<file path="src/rtl/risc_pkg.sv">
// rtl/risc_pkg.sv - shared load/store size codes, load FSM encodings and alignment helper
package risc_pkg;

    localparam logic [1:0] LD_BYTE = 2'b00;
    localparam logic [1:0] LD_HALF = 2'b01;
    localparam logic [1:0] LD_WORD = 2'b10;

    localparam logic [2:0] ST_IDLE  = 3'd0;
    localparam logic [2:0] ST_ISSUE = 3'd1;
    localparam logic [2:0] ST_WAIT  = 3'd2;
    localparam logic [2:0] ST_DONE  = 3'd3;
    localparam logic [2:0] ST_ERR   = 3'd4;

    // Reserved size code 2'b11 is reported as misaligned.
    function automatic logic is_aligned(input logic [1:0] addr_lo, input logic [1:0] size);
        logic ok;
        case (size)
            LD_BYTE: ok = 1'b1;
            LD_HALF: ok = ~addr_lo[0];
            LD_WORD: ok = (addr_lo == 2'b00);
            default: ok = 1'b0;
        endcase
        return ok;
    endfunction

endpackage

</file>
<file path="src/rtl/load_align.sv">
// rtl/load_align.sv - little-endian byte/half/word extraction with sign or zero extension
module load_align
    import risc_pkg::*;
(
    input  logic [31:0] rdata_i,
    input  logic [1:0]  addr_i,
    input  logic [1:0]  size_i,
    input  logic        signed_i,
    output logic [31:0] data_o
);

    logic [7:0]  byte_v;
    logic [15:0] half_v;

    // Pick the addressed lane and extend it to 32 bits; word loads pass through.
    always_comb begin
        byte_v = 8'h00;
        case (addr_i)
            2'd0:    byte_v = rdata_i[7:0];
            2'd1:    byte_v = rdata_i[15:8];
            2'd2:    byte_v = rdata_i[23:16];
            default: byte_v = rdata_i[31:24];
        endcase
        half_v = addr_i[1] ? rdata_i[31:16] : rdata_i[15:0];
        case (size_i)
            LD_BYTE: data_o = {{24{signed_i & byte_v[7]}}, byte_v};
            LD_HALF: data_o = {{16{signed_i & half_v[15]}}, half_v};
            default: data_o = rdata_i;
        endcase
    end

endmodule

</file>
<file path="src/rtl/load_unit.sv">
// rtl/load_unit.sv - data memory load unit with configurable RAM read latency
module load_unit
    import risc_pkg::*;
#(
    parameter int ADDR_W  = 10,
    parameter int MEM_LAT = 1
) (
    input  logic              clk,
    input  logic              rst,
    input  logic              ld_req,
    input  logic [31:0]       ld_addr,
    input  logic [1:0]        ld_size,
    input  logic              ld_signed,
    output logic              ld_busy,
    output logic              ld_valid,
    output logic [31:0]       ld_data,
    output logic              ld_misalign,
    output logic              mem_en,
    output logic [ADDR_W-1:0] mem_addr,
    input  logic [31:0]       mem_rdata
);

    localparam logic [2:0] LAT_M1 = 3'(MEM_LAT - 1);

    logic [2:0]        state_q, state_d;
    logic [2:0]        cnt_q, cnt_d;
    logic [1:0]        addr_lo_q, addr_lo_d;
    logic [1:0]        size_q, size_d;
    logic              signed_q, signed_d;
    logic              valid_q, valid_d;
    logic              misalign_q, misalign_d;
    logic [31:0]       data_q, data_d;
    logic              mem_en_q, mem_en_d;
    logic [ADDR_W-1:0] mem_addr_q, mem_addr_d;
    logic [31:0]       align_data;

    // High address bits fall outside the RAM and wrap by design.
    logic unused_addr_hi;
    assign unused_addr_hi = ^ld_addr[31:ADDR_W+2];

    load_align u_align (
        .rdata_i  (mem_rdata),
        .addr_i   (addr_lo_q),
        .size_i   (size_q),
        .signed_i (signed_q),
        .data_o   (align_data)
    );

    // Next-state logic: accept in IDLE, pulse mem_en in ISSUE, count down in WAIT.
    always_comb begin
        state_d    = state_q;
        cnt_d      = cnt_q;
        addr_lo_d  = addr_lo_q;
        size_d     = size_q;
        signed_d   = signed_q;
        valid_d    = valid_q;
        misalign_d = misalign_q;
        data_d     = data_q;
        mem_en_d   = mem_en_q;
        mem_addr_d = mem_addr_q;
        case (state_q)
            ST_IDLE: begin
                if (ld_req) begin
                    addr_lo_d = ld_addr[1:0];
                    size_d    = ld_size;
                    signed_d  = ld_signed;
                    if (is_aligned(ld_addr[1:0], ld_size)) begin
                        mem_addr_d = ld_addr[ADDR_W+1:2];
                        mem_en_d   = 1'b1;
                        state_d    = ST_ISSUE;
                    end else begin
                        valid_d    = 1'b1;
                        misalign_d = 1'b1;
                        data_d     = '0;
                        state_d    = ST_ERR;
                    end
                end
            end
            ST_ISSUE: begin
                mem_en_d = 1'b0;
                cnt_d    = LAT_M1;
                state_d  = ST_WAIT;
            end
            ST_WAIT: begin
                if (cnt_q == 3'd0) begin
                    data_d  = align_data;
                    valid_d = 1'b1;
                    state_d = ST_DONE;
                end else begin
                    cnt_d = cnt_q - 3'd1;
                end
            end
            ST_DONE, ST_ERR: begin
                valid_d    = 1'b0;
                misalign_d = 1'b0;
                state_d    = ST_IDLE;
            end
            default: state_d = ST_IDLE;
        endcase
    end

    // State registers; reset abandons any in-flight read.
    always_ff @(posedge clk or negedge rst) begin
        if (!rst) begin
            state_q    <= ST_IDLE;
            cnt_q      <= 3'd0;
            addr_lo_q  <= 2'b00;
            size_q     <= 2'b00;
            signed_q   <= 1'b0;
            valid_q    <= 1'b0;
            misalign_q <= 1'b0;
            data_q     <= '0;
            mem_en_q   <= 1'b0;
            mem_addr_q <= '0;
        end else begin
            state_q    <= state_d;
            cnt_q      <= cnt_d;
            addr_lo_q  <= addr_lo_d;
            size_q     <= size_d;
            signed_q   <= signed_d;
            valid_q    <= valid_d;
            misalign_q <= misalign_d;
            data_q     <= data_d;
            mem_en_q   <= mem_en_d;
            mem_addr_q <= mem_addr_d;
        end
    end

    assign ld_busy     = (state_q != ST_IDLE);
    assign ld_valid    = valid_q;
    assign ld_misalign = misalign_q;
    assign ld_data     = data_q;
    assign mem_en      = mem_en_q;
    assign mem_addr    = mem_addr_q;

endmodule

</file>
<file path="config.mk">
export PLATFORM = sky130hd
export DESIGN_NAME = load_unit
export DESIGN_NICKNAME = d
export VERILOG_FILES = /design/src/rtl/risc_pkg.sv /design/src/rtl/load_align.sv /design/src/rtl/load_unit.sv
export SDC_FILE = /design/constraint.sdc
export NUM_CORES = 1
export LEC_CHECK = 0
export CELL_PAD_IN_SITES_DETAIL_PLACEMENT = 1
export CELL_PAD_IN_SITES_GLOBAL_PLACEMENT = 1
export CORE_ASPECT_RATIO = 0.9
export CORE_MARGIN = 10
export CORE_UTILIZATION = 35
export DETAILED_ROUTE_END_ITERATION = 7
export PLACE_DENSITY_LB_ADDON = 0.1
export SLEW_MARGIN = 20
export SYNTH_ARGS = -nofsm -noshare
export SYNTH_HDL_FRONTEND = slang
export SYNTH_SLANG_ARGS = --single-unit
</file>
<file path="constraint.sdc">
create_clock -name clk -period 6.7 [get_ports clk]
set_clock_uncertainty 0.2 [all_clocks]
set_input_delay 1.34 -clock clk [delete_from_list [all_inputs] [get_ports clk]]
set_output_delay 1.34 -clock clk [all_outputs]
set_load 0.05 [all_outputs]
</file>
After elaboration in Yosys (flattened, before gate mapping)

Cells that the tools add are included.

Add/sub/neg operators: 1
Multipliers: 0
Div/mod/pow operators: 0
$lt $le $gt $ge: 0
Eq/ne operators: 14
Shift operators: 0
Mux-type cells: 24
Bitwise operators: 3
Reductions and logical operators: 21

Operators by type and width:

| cell                                                                   | number |
|---|---|
| 32-bit one-hot mux with 2 select lines                                 | 2 |
| 32-bit two-way mux                                                     | 3 |
| 8-bit one-hot mux with 3 select lines                                  | 1 |
| 16-bit two-way mux                                                     | 1 |
| 3-bit two-way mux                                                      | 4 |
| 2-bit inequality test (second input constant)                          | 5 |
| 3-bit one-hot mux with 3 select lines                                  | 1 |
| 3-bit AND reduction                                                    | 3 |
| 2-bit zero test                                                        | 4 |
| 4-bit AND reduction                                                    | 2 |
| 2-bit nonzero test                                                     | 4 |
| 1-bit two-way mux                                                      | 7 |
| 2-bit by 1-bit equality test with 1-bit output (second input constant) | 3 |
| 3-bit by 2-bit equality test with 1-bit output (second input constant) | 2 |
| 3-bit zero test                                                        | 2 |
| 1-bit one-hot mux with 3 select lines                                  | 2 |
| 3-bit one-hot mux with 2 select lines                                  | 1 |
| 2-bit AND reduction                                                    | 3 |
| 3-bit nonzero test                                                     | 2 |
| 2-bit equality test (second input constant)                            | 2 |
| 1-bit one-hot mux with 2 select lines                                  | 2 |
| 3-bit by 1-bit equality test with 1-bit output (second input constant) | 1 |
| 3-bit equality test (second input constant)                            | 1 |
| 3-bit by 1-bit subtractor with 3-bit output (second input constant)    | 1 |
| 3 further kinds                                                        | 4 |

Flip-flop bits (word level): 56
Latch bits: 0
Memory bits (writable): 0
Bits in read-only memories: 0
Input port bits: 70
Output and inout bits: 46
Logic and storage cells: 73
Memories: 0

Longest topological paths before layout

Depth in word-level cells: 7
Depth in mapped cells: 8
Gate-level depth less buffers: 6

Hierarchy

Synthesis repeated with hierarchy kept, for this count alone.

Cells, all modules: 275
Area total of the unflattened synthesis: 3135.5 µm²

By module, submodules not included:

| module     | instances | cells an instance | area each (µm²) | seq. area each (µm²) |
|---|---|---|---|---|
| load_unit  | 1         | 160               | 2259.7          | 1401.3 |
| load_align | 1         | 115               | 875.8           | 0.0 |

Least setup slack after synthesis

No wires, ideal clock.

Path type: input -> register
Start point: in ld_req
End point: reg data_q[18] (netlist: ld_data[18])
Setup time: 126 ps
Arrival time: 2677 ps
Required time: 6374 ps
Slack: 3697 ps
Stages on the path: 6
Path buffers: 2
Cell sequence: nor4b_4 nand3_4 and2_4 buf_6 buf_6 a221o_1

Cells in the longest elaborated chain, start to end: 2

Ends and longest elaborated chain:

| element                                | line             | text |
|---|---|---|
| start, declared                        | load_unit.sv:10  | `input logic ld_req,` |
| 2-bit inequality test (no source line) | n/a              |  |
| 4-bit AND reduction (no source line)   | n/a              |  |
| end signal, assigned                   | load_unit.sv:123 | `data_q <= data_d;` |
| end, declared                          | load_unit.sv:32  | `logic [31:0] data_q, data_d;` |

No other way between the ends.
A chain may end at the register's enable or synchronous reset.

Worst setup path in the final report

Start point: reg state_q[0]
End point: out ld_busy

Cells in the longest elaborated chain, start to end: 1

Ends and longest elaborated chain:

| element                | line             | text |
|---|---|---|
| start, declared        | load_unit.sv:25  | `logic [2:0] state_q, state_d;` |
| start signal, assigned | load_unit.sv:116 | `state_q <= state_d;` |
| 3-bit nonzero test     | load_unit.sv:129 | `assign ld_busy = (state_q != ST_IDLE);` |
| end, declared          | load_unit.sv:14  | `output logic ld_busy,` |

No other way between the ends.

==> results.py <==
metrics = {
    "run_status": {
        "status": "completed",
    },
    "timing": {
        "finalCriticalPeriod_ps": 3546,
        "final-hold-violation-count": 0,
        "worstMarginPinSlew_ps": 934.3,
        "relSlewSlack": 0.3771,
        "fmax_mhz": 282.0,
        "rsz0062_at_grt": "no",
        "setup_violations": 0,
        "slew_viol_final": 0,
        "finalSetupTns_ps": 0,
        "layout_worst_path_cycle_share": 0.5292,
        "postLayoutSetupSlackWorst_ps": 3154,
    },
    "route": {
        "ant_nets": 0,
        "drt-total-wl_mm": 8.831,
        "vias_per_cell": 5.477,
        "drc": 0,
        "vias": 2366,
        "wl_per_cell_um": 20.44,
        "drt_iter0_drc": 83,
        "drtPass1Iterations": 4,
    },
    "pwr": {
        "p_per_area_mw_per_mm2": 515.1,
        "power_frac_comb": 0.605,
        "swShare": 0.4987,
        "leakagePower_nw": 1.593,
        "power_frac_clock": 0.092,
        "intPower_mw": 0.9906,
        "p_switching_mw": 0.9854,
        "ir_drop_v": 0.0002106,
        "seqPwrFrac": 0.303,
    },
    "flow_run": {
        "drv_cap": 0,
    },
    "synthesis": {
        "synthAdderAreaFrac": 0.008989,
        "ys_seq_elements": 56,
        "synth_xor_area_frac": 0.003146,
        "synthCells": 249,
        "synth-edff-count": 0,
        "syn-mean-instance-area_um2": 11.18,
        "synth_compound_area_frac": 0.2238,
        "synthTopCellsByArea": "dfrtp_1 (50%), a221o_1 (5.8%), mux2_2 (5.3%), mux2i_1 (3.2%), nor2_1 (2.8%)",
        "synth.net_count": 321,
        "syn_area_mm2": 0.002784,
        "yosysUniqueCellTypes": 45,
        "synth_common_cells": "dfrtp_1 (56), nor2_1 (21), a221o_1 (16)",
        "synth_top_family_by_area": "compound AO/OA/AOI/OAI gates",
        "async_flop_share": 1.000,
        "yosysMostFrequentCell": "dfrtp_1",
        "synth_warnings": 0,
        "ys.flop_type": "dfrtp_1",
        "yosys.area.top_type": "dfrtp_1",
        "yosys-mux-area-fraction": 0.09303,
        "synthSimpleGateAreaFrac": 0.1164,
        "ys_seq_area_frac": 0.5034,
        "synth_top_area_frac": 0.5034,
    },
    "floorplanning": {
        "die_area_mm2": 0.01193,
        "rows": 30,
        "die_y_um": 104.6,
        "die_width_um": 114.0,
        "core_area_mm2": 0.007657,
        "pin_count": 116,
        "initial_utilization": 0.3636,
    },
    "final_layout": {
        "area_growth_pct": 37.80,
        "regArea_mm2": 0.001401,
        "num_antenna_cells": 0,
        "multi_input_area_mm2": 0.001242,
        "drive_above_1_share": 0.08333,
        "n_fill_cell": 845,
        "fin_nets": 408,
    },
    "cts": {
        "holdBufCountCts": 0,
        "cts_resized": 0,
        "h-tree-depth": 2,
        "clock_latency_ps": 310,
        "cts_sinks": 56,
        "cts.clk_slew.worst_paths_ps": 100,
        "post-cts-setup-buffer-count": 0,
        "cts_root_buf": "clkbuf_8",
        "cts_buffer_depth": 2,
        "cts_tree": "yes",
        "numCtsBuffers": 5,
    },
    "placement": {
        "numPortBuffers": 95,
        "place_hpwl_mm": 6.555,
        "pre_cts_slack_ps": 2967,
        "gp_congestion": 0.7957,
    },
    "global_routing": {
        "grt_max_degree": 57,
        "grt_pass1_vias": 2590,
        "grt_use_total": 0.1481,
        "antenna_found_initial": 0,
        "grt_overflow_total": 0,
        "grt_pass1_wl_mm": 14.40,
    },
    "setup_path": {
        "arrival_ps": 2010,
        "worstSetupEndpointType": "output port",
        "cp_max_fo": 9,
        "critPathLaunchType": "register",
        "worstPathRequired_ps": 5160,
        "worstSetupPathType": "register to output port",
    },
    "min_path": {
        "hold_class": "register to register",
    },
}
[sequential cells by signal, indices dropped and copies added, names as in the netlist]
name,count
addr_lo_q,2
cnt_q,3
ld_data,32
ld_misalign,1
ld_valid,1
mem_addr,10
mem_en,1
signed_q,1
size_q,2
state_q,3
[power by group through the flow]
stage,clock network (mW),logic (mW),registers (mW)
global route,0.203,1.29,0.623
CTS,0.190,1.21,0.601
finish,0.181,1.20,0.599
floorplan,0,0.523,0.919
detailed placement,0,1.21,0.606
global placement,0,1.20,0.602
[metrics by stage]
stage                     std cells  hold slack (ps)  utilization  instance area (um2)  power [mW]
after global routing            432            323.9       0.5010                 3836       2.112
after floorplan                 249            265.8            -                 2784       1.442
after CTS                       432            307.8       0.5010                 3836       2.004
after global placement          425            274.7       0.4905                 3756       1.798
after detailed placement        425            274.8       0.4909                 3759       1.816
final                           432            305.8       0.5010                 3836       1.976
[final cells by class]
class	count	area share
Tap cell	96	0.03131
Clock buffer	6	0.01892
Clock inverter	1	0.001305
Timing Repair Buffer	96	0.2485
Multi-Input combinational cell	166	0.3239
Inverter	11	0.01076
Sequential cell	56	0.3653
[critical path: stages, from the launching register on]
cell,delay [ps]
dfrtp_1,570
inv_1,230
nand2_1,90
clkdlybuf4s50_1,800
[worst paths after layout]
kind | from | end | slack, ps | cells past startpoint
max | state_q[0] | ld_busy | 3150 | 3
min reg2reg | ld_data[10] | ld_data[10] | 310 | 1
min | ld_data[10] | ld_data[10] | 310 | 1
max reg2reg | addr_lo_q[1] | ld_data[29] | 4050 | 4
min in group asynchronous | rst | state_q[1] | 960 | 2
max in group asynchronous | rst | ld_data[26] | 4830 | 2
[metal layers]
layer / wire length, um / global-route usage
met1: 3899 / 0.1885
met5: 0 / 0
met3: 532 / 0.04231
met4: 57 / 0.02683
met2: 4341 / 0.2447
[kinds of logic after synthesis]
| kind of cell | Yosys count |
|---|---|
| XOR/XNOR | 1 |
| multiplexers | 23 |
| flip-flops | 56 |
| AND/OR/NAND/NOR | 62 |
| AO/OA/AOI/OAI | 78 |
| adder cells (fa/ha/maj) | 2 |
| buffers and inverters | 27 |
[placed cells by master, fill, tap and decap left out, types with 2 or more instances in the layout]
cell              n
a22o_1            3
nand2_1          13
nand2b_1          4
inv_1            10
o221ai_1          7
nor3_1            4
nor2b_1           4
dfrtp_1          56
nor2_1           20
ha_1              2
a221o_1          16
a22oi_1           2
a21oi_1           2
clkdlybuf4s50_1  94
o2bb2ai_1         8
a221oi_1          2
o21ai_0          15
o22a_1            7
o22ai_1           2
mux2_2           13
mux2i_1           9
o31ai_1           7
nand3_1           8
clkbuf_8          5
Note: power is estimated with default switching activity, not from simulation.
